File: config.mk
export PLATFORM = sky130hd
export DESIGN_NAME = fifo_rd_stream
export DESIGN_NICKNAME = d
export VERILOG_FILES = /design/src/rtl/fifo_pkg.sv /design/src/rtl/fifo_rd_skid_buf.sv /design/src/rtl/fifo_rd_stream.sv
export SDC_FILE = /design/constraint.sdc
export NUM_CORES = 1
export LEC_CHECK = 0
export BUFFER_PORTS_ARGS = -buffer_cell sky130_fd_sc_hd__buf_2
export CAP_MARGIN = 40
export CORE_MARGIN = 3
export CORE_UTILIZATION = 49
export CTS_CLUSTER_DIAMETER = 60
export CTS_CLUSTER_SIZE = 16
export DETAILED_ROUTE_END_ITERATION = 7
export PLACE_DENSITY_LB_ADDON = 0.3
export SYNTH_ARGS = -nofsm -noshare
export SYNTH_HDL_FRONTEND = slang
export SYNTH_HIERARCHICAL = 1
export SYNTH_SLANG_ARGS = --single-unit
File: constraint.sdc
create_clock -name i_clk -period 1.9 [get_ports i_clk]
set_input_delay 0.19 -clock i_clk [delete_from_list [all_inputs] [get_ports i_clk]]
set_output_delay 0.19 -clock i_clk [all_outputs]
set_load 0.05 [all_outputs]
File: src/rtl/fifo_pkg.sv
// Shared constants and types for the FIFO read-side stream logic.
package fifo_pkg;

    localparam int FIFO_DATA_WIDTH = 8;
    localparam int SKID_DEPTH      = 3;

    // Pointer / occupancy type: holds 0..SKID_DEPTH.
    typedef logic [1:0] ptr_t;

    // Circular pointer increment, wrapping SKID_DEPTH-1 back to 0.
    function automatic ptr_t ptr_inc(input ptr_t p);
        return (p == ptr_t'(SKID_DEPTH - 1)) ? ptr_t'(0) : ptr_t'(p + ptr_t'(1));
    endfunction

endpackage

File: src/rtl/fifo_rd_skid_buf.sv
// Three-entry circular skid buffer: push at wr_ptr, pop from rd_ptr,
// head word always visible from a register so it only moves on clock edges.
module fifo_rd_skid_buf
    import fifo_pkg::*;
#(
    parameter int DW = FIFO_DATA_WIDTH
) (
    input  logic          i_clk,
    input  logic          i_rst,       // asynchronous, active low
    input  logic          i_push,
    input  logic [DW-1:0] i_push_data,
    input  logic          i_pop,
    output logic [DW-1:0] o_head,
    output ptr_t          o_occ
);

    logic [DW-1:0] r_mem [SKID_DEPTH];
    ptr_t          r_wr_ptr;
    ptr_t          r_rd_ptr;
    ptr_t          r_occ;
    logic          w_pop;

    // A pop on an empty buffer is ignored so occ can never underflow.
    assign w_pop = i_pop && (r_occ != ptr_t'(0));

    // Storage, pointers and occupancy; push and pop in one cycle cancel in occ.
    always_ff @(posedge i_clk or negedge i_rst) begin
        if (!i_rst) begin
            for (int i = 0; i < SKID_DEPTH; i++) r_mem[i] <= '0;
            r_wr_ptr <= '0;
            r_rd_ptr <= '0;
            r_occ    <= '0;
        end else begin
            if (i_push) begin
                r_mem[r_wr_ptr] <= i_push_data;
                r_wr_ptr        <= ptr_inc(r_wr_ptr);
            end
            if (w_pop) r_rd_ptr <= ptr_inc(r_rd_ptr);
            r_occ <= r_occ + ptr_t'(i_push) - ptr_t'(w_pop);
        end
    end

    assign o_head = r_mem[r_rd_ptr];
    assign o_occ  = r_occ;

endmodule

File: src/rtl/fifo_rd_stream.sv
// FIFO read-side drain: issues pops against a credit that counts both
// buffered and in-flight words, captures the 1-cycle-late read data into
// the skid buffer, and presents it as a valid/ready stream.
module fifo_rd_stream
    import fifo_pkg::*;
#(
    parameter int DATA_WIDTH = FIFO_DATA_WIDTH
) (
    input  logic                  i_clk,
    input  logic                  i_rst,          // asynchronous, active low
    input  logic                  i_en,
    input  logic                  i_fifo_empty,
    output logic                  o_fifo_rd_en,
    input  logic [DATA_WIDTH-1:0] i_fifo_rd_data,
    output logic                  o_m_valid,
    output logic [DATA_WIDTH-1:0] o_m_data,
    input  logic                  i_m_ready,
    output logic [1:0]            o_occupancy,
    output logic [15:0]           o_xfer_count
);

    logic        r_live;
    logic        r_inflight;
    logic [15:0] r_xfer_count;

    ptr_t        w_occ;
    logic        w_credit_ok;
    logic        w_rd_en;
    logic        w_pop;

    // Credit reserves a slot for the word still in flight, so a push can
    // never land on a full buffer. Only registered state and the FIFO flag
    // feed rd_en; m_ready deliberately stays out of this path.
    assign w_credit_ok = ({1'b0, w_occ} + {2'b00, r_inflight}) < 3'(SKID_DEPTH);
    assign w_rd_en     = r_live && i_en && !i_fifo_empty && w_credit_ok;

    assign o_m_valid   = (w_occ != ptr_t'(0));
    assign w_pop       = o_m_valid && i_m_ready;

    // Hold off reads for the first cycle after reset release.
    always_ff @(posedge i_clk or negedge i_rst) begin
        if (!i_rst) r_live <= 1'b0;
        else        r_live <= 1'b1;
    end

    // Read data arrives one cycle after rd_en; remember that a word is due.
    always_ff @(posedge i_clk or negedge i_rst) begin
        if (!i_rst) r_inflight <= 1'b0;
        else        r_inflight <= w_rd_en;
    end

    // Debug count of accepted stream words, free-running with wrap.
    always_ff @(posedge i_clk or negedge i_rst) begin
        if (!i_rst)     r_xfer_count <= '0;
        else if (w_pop) r_xfer_count <= r_xfer_count + 16'd1;
    end

    fifo_rd_skid_buf #(
        .DW          (DATA_WIDTH)
    ) u_skid (
        .i_clk       (i_clk),
        .i_rst       (i_rst),
        .i_push      (r_inflight),
        .i_push_data (i_fifo_rd_data),
        .i_pop       (w_pop),
        .o_head      (o_m_data),
        .o_occ       (w_occ)
    );

    assign o_fifo_rd_en = w_rd_en;
    assign o_occupancy  = w_occ;
    assign o_xfer_count = r_xfer_count;

endmodule

==> reports/qor.csv <==
metric,value,unit
status,completed,
grt_max_degree,30,
clockBufferDepth,2,
coreArea,4140,µm²
critPathArrivalTime,2.05,ns
syn2layout_area_growth,23.0,%
max-slew-margin-rel,57.1,%
drt_iter0_drc,55,
crit_buf_inv,4,
drv_cap,0,
antenna_found_initial,0,
slew_violations,0,
cts_tree,built,
cts_buffers,5,
synthesis.area,2180,µm²
cts-root-buf,clkbuf_8,
yosysWarnings,6,
slowest_stage,dfrtp_2,
io_buffers,40,
cp.required,2.10,ns
seq_area,1200,µm²
n_antenna_cell,0,
vias,1439,
grt_usage,16.7,%
power.internal,2620,µW
ys_types,32,
wl_per_cell,15.1,µm
p_switching,2080,µW
ys_seq_area_share,55.1,%
finClkSkew,0.00605,ns
multi_input_area,991,µm²
final_design_area_no_fill,2680,µm²
power_density,1750,nW/µm²
swShare,44.3,%
rows,23,
fmax,0.540,GHz
worst_slew_pin_slew,0.644,ns
hpwl,3060,µm
syn_nets,182,
seq_power_share,36.7,%
period_share,97.4,%
cp-end-kind,flip-flop,
p_comb_share,48.4,%
vdd_ir_drop_max,851,µV
crit_path_start_kind,flip-flop,
final_core_util,64.7,%
leakage,0.00126,µW
max_stage_delay,0.43,ns
dpl-instance-area,2520,µm²
crit_type,reg2reg,
vias_per_cell,5.33,
yosys_register_bits,48,
cp_max_fo,5,
io_pins,41,
design.die.area,5290,µm²
hold_violations,0,
ys.flop_type,dfrtp_1,
fp.dieW,72.7,µm
start_util,52.6,%
layout.cells.non_filler,270,
insertion_delay,0.29,ns
finalSetupViolCount,0,
path_cells,"buf_4, o21ai_4, inv_2, o21ai_2, inv_1, ha_1, inv_1, ha_1, xnor2_1, xnor2_1",
grt_pass1_wl,6800,µm
dpl.cell_count,258,
hp-class,in2reg,
drt-total-wl,4080,µm
grt_pass1_vias,1498,
clkPwrFrac,14.9,%
clkTransAtPathRegs,0.08,ns
netlist_instances,164,
fin_nets,237,
cts_max_level,2,
die_h,72.7,µm
postRouteAntennaNets,0,
drive_gt1_share,45.9,%
rsz0062_at_grt,true,
synth.avg_cell_area,13.3,µm²
gp_congestion,0.819,
nFillCells,327,
firstDrtPassIters,4,
fin_crit,1.85,ns
cts.sinks,48,
synth_edf_count,0,
async_reset_ff_share,100,%
overflow,0,
power,4700,µW
whs,0.0718,ns
drc,0,
path_delay_family,adder cells,
-- power by group through the flow --
stage	Clock (µW)	Sequential (µW)	Combinational [µW]
6_report	703	1730	2270
5_1_grt	771	1770	2420
4_1_cts	724	1720	2270
3_5_place_dp	0	1750	2220
3_3_place_gp	0	1710	2150
2_1_floorplan	0	1980	1440
-- state kept, by name, summed over array words and instances, names as in the netlist --
signal and flops:
r_live 1, r_inflight 1, u_skid/r_wr_ptr 2, o_xfer_count 16, u_skid/r_rd_ptr 2, u_skid/o_occ 2
u_skid/r_mem 24
-- what timing repair did --
| item | 4_1_cts | 5_1_grt |
|---|---|---|
| pin swaps | 1 | 2 |
| hold endpoints to repair | 27 | 0 |
| resized for setup | 3 | 2 |
| hold buffers | 1 | 0 |
| setup endpoints to repair | 1 | 5 |
| setup buffers | 1 | 2 |
-- synthesized netlist by cell type, types with 3 or more instances --
| cell type | n | share of area (%) |
|---|---|---|
| o2bb2ai_1 | 8 | 3.2 |
| mux2_2 | 26 | 13 |
| xnor2_1 | 14 | 5.6 |
| xor2_1 | 3 | 1.2 |
| dfrtp_1 | 48 | 55 |
| ha_1 | 5 | 2.9 |
| nand2_1 | 9 | 1.5 |
| inv_1 | 7 | 1.2 |
| mux2i_1 | 8 | 3.7 |
| nand3_1 | 5 | 1.1 |
| nand4_1 | 3 | 0.86 |
| nor2_1 | 4 | 0.69 |
-- metal layers --
| metal | GRT usage (%) | routed length, µm | up-vias |
|---|---|---|---|
| met5 | 0 | 0 | - |
| met4 | 4.30 | 0 | 0 |
| met3 | 5.23 | 203 | 0 |
| met1 | 18.7 | 1710 | 722 |
| met2 | 30.5 | 2160 | 37 |
| li1 | - | - | 680 |
-- worst reg2reg max path, stage by stage, from the launching register on --
cell and delay (ns):
dfrtp_2 0.43, buf_4 0.16, o21ai_4 0.15, inv_2 0.07, o21ai_2 0.06, inv_1 0.06, ha_1 0.28, inv_1 0.04
ha_1 0.18, xnor2_1 0.18, xnor2_1 0.15
-- stage by stage --
step           setup WS (ns)  TNS, ns
6_report              0.0486        0
3_5_place_dp           0.123        0
3_3_place_gp           0.192        0
5_1_grt              -0.0666  -0.0666
4_1_cts               0.0132        0
2_1_floorplan        -0.0690   -0.188
-- worst paths after layout --
path                                   from                to  slack [ns]  cells past startpoint
setup / recovery            u_skid/o_occ[0]   u_skid/o_occ[1]        0.05                     10
hold / removal                 i_fifo_empty        r_inflight        0.07                      2
setup reg to reg            u_skid/o_occ[0]   u_skid/o_occ[1]        0.05                     10
hold reg to reg            o_xfer_count[15]  o_xfer_count[15]        0.48                      1
max in group asynchronous             i_rst   o_xfer_count[8]        0.82                      3
min in group asynchronous             i_rst   o_xfer_count[3]        0.46                      2
-- layout by cell type (no fill, tap or decap), types with 2 or more instances in the layout --
master | Yosys | layout
buf_2 | 1 | 39
o2bb2ai_1 | 8 | 8
nand4_1 | 3 | 3
ha_1 | 5 | 3
mux2i_1 | 8 | 8
nand3_1 | 5 | 5
nor2_1 | 4 | 4
dfrtp_1 | 48 | 46
buf_4 | 0 | 10
inv_1 | 7 | 6
ha_4 | 0 | 2
mux2_2 | 26 | 26
and3_1 | 2 | 2
xor2_1 | 3 | 3
dfrtp_2 | 0 | 2
nand2_1 | 9 | 9
xnor2_1 | 14 | 14
clkbuf_8 | 0 | 5
-- area by class of cell --
| cell class | count | share of cell area (%) |
|---|---|---|
| Clock buffer | 6 | 2.71 |
| Clock inverter | 2 | 1.31 |
| Multi-Input combinational cell | 106 | 36.9 |
| Timing Repair Buffer | 51 | 10.9 |
| Tap cell | 50 | 2.33 |
| Inverter | 7 | 0.979 |
| Sequential cell | 48 | 44.9 |
-- logic make-up (layout without fill, tap and decap cells) --
logic type	after synthesis	after routing	share of synthesized area [%]
other	1	1	0.172
adder cells (fa/ha/maj)	5	5	2.87
flip-flops	48	48	55.1
multiplexers	34	34	17.1
AND/OR/NAND/NOR	36	36	11.0
XOR/XNOR	17	17	6.83
AO/OA/AOI/OAI	13	13	5.16
buffers and inverters	10	66	1.78
Power figures use the tool's default switching activity.
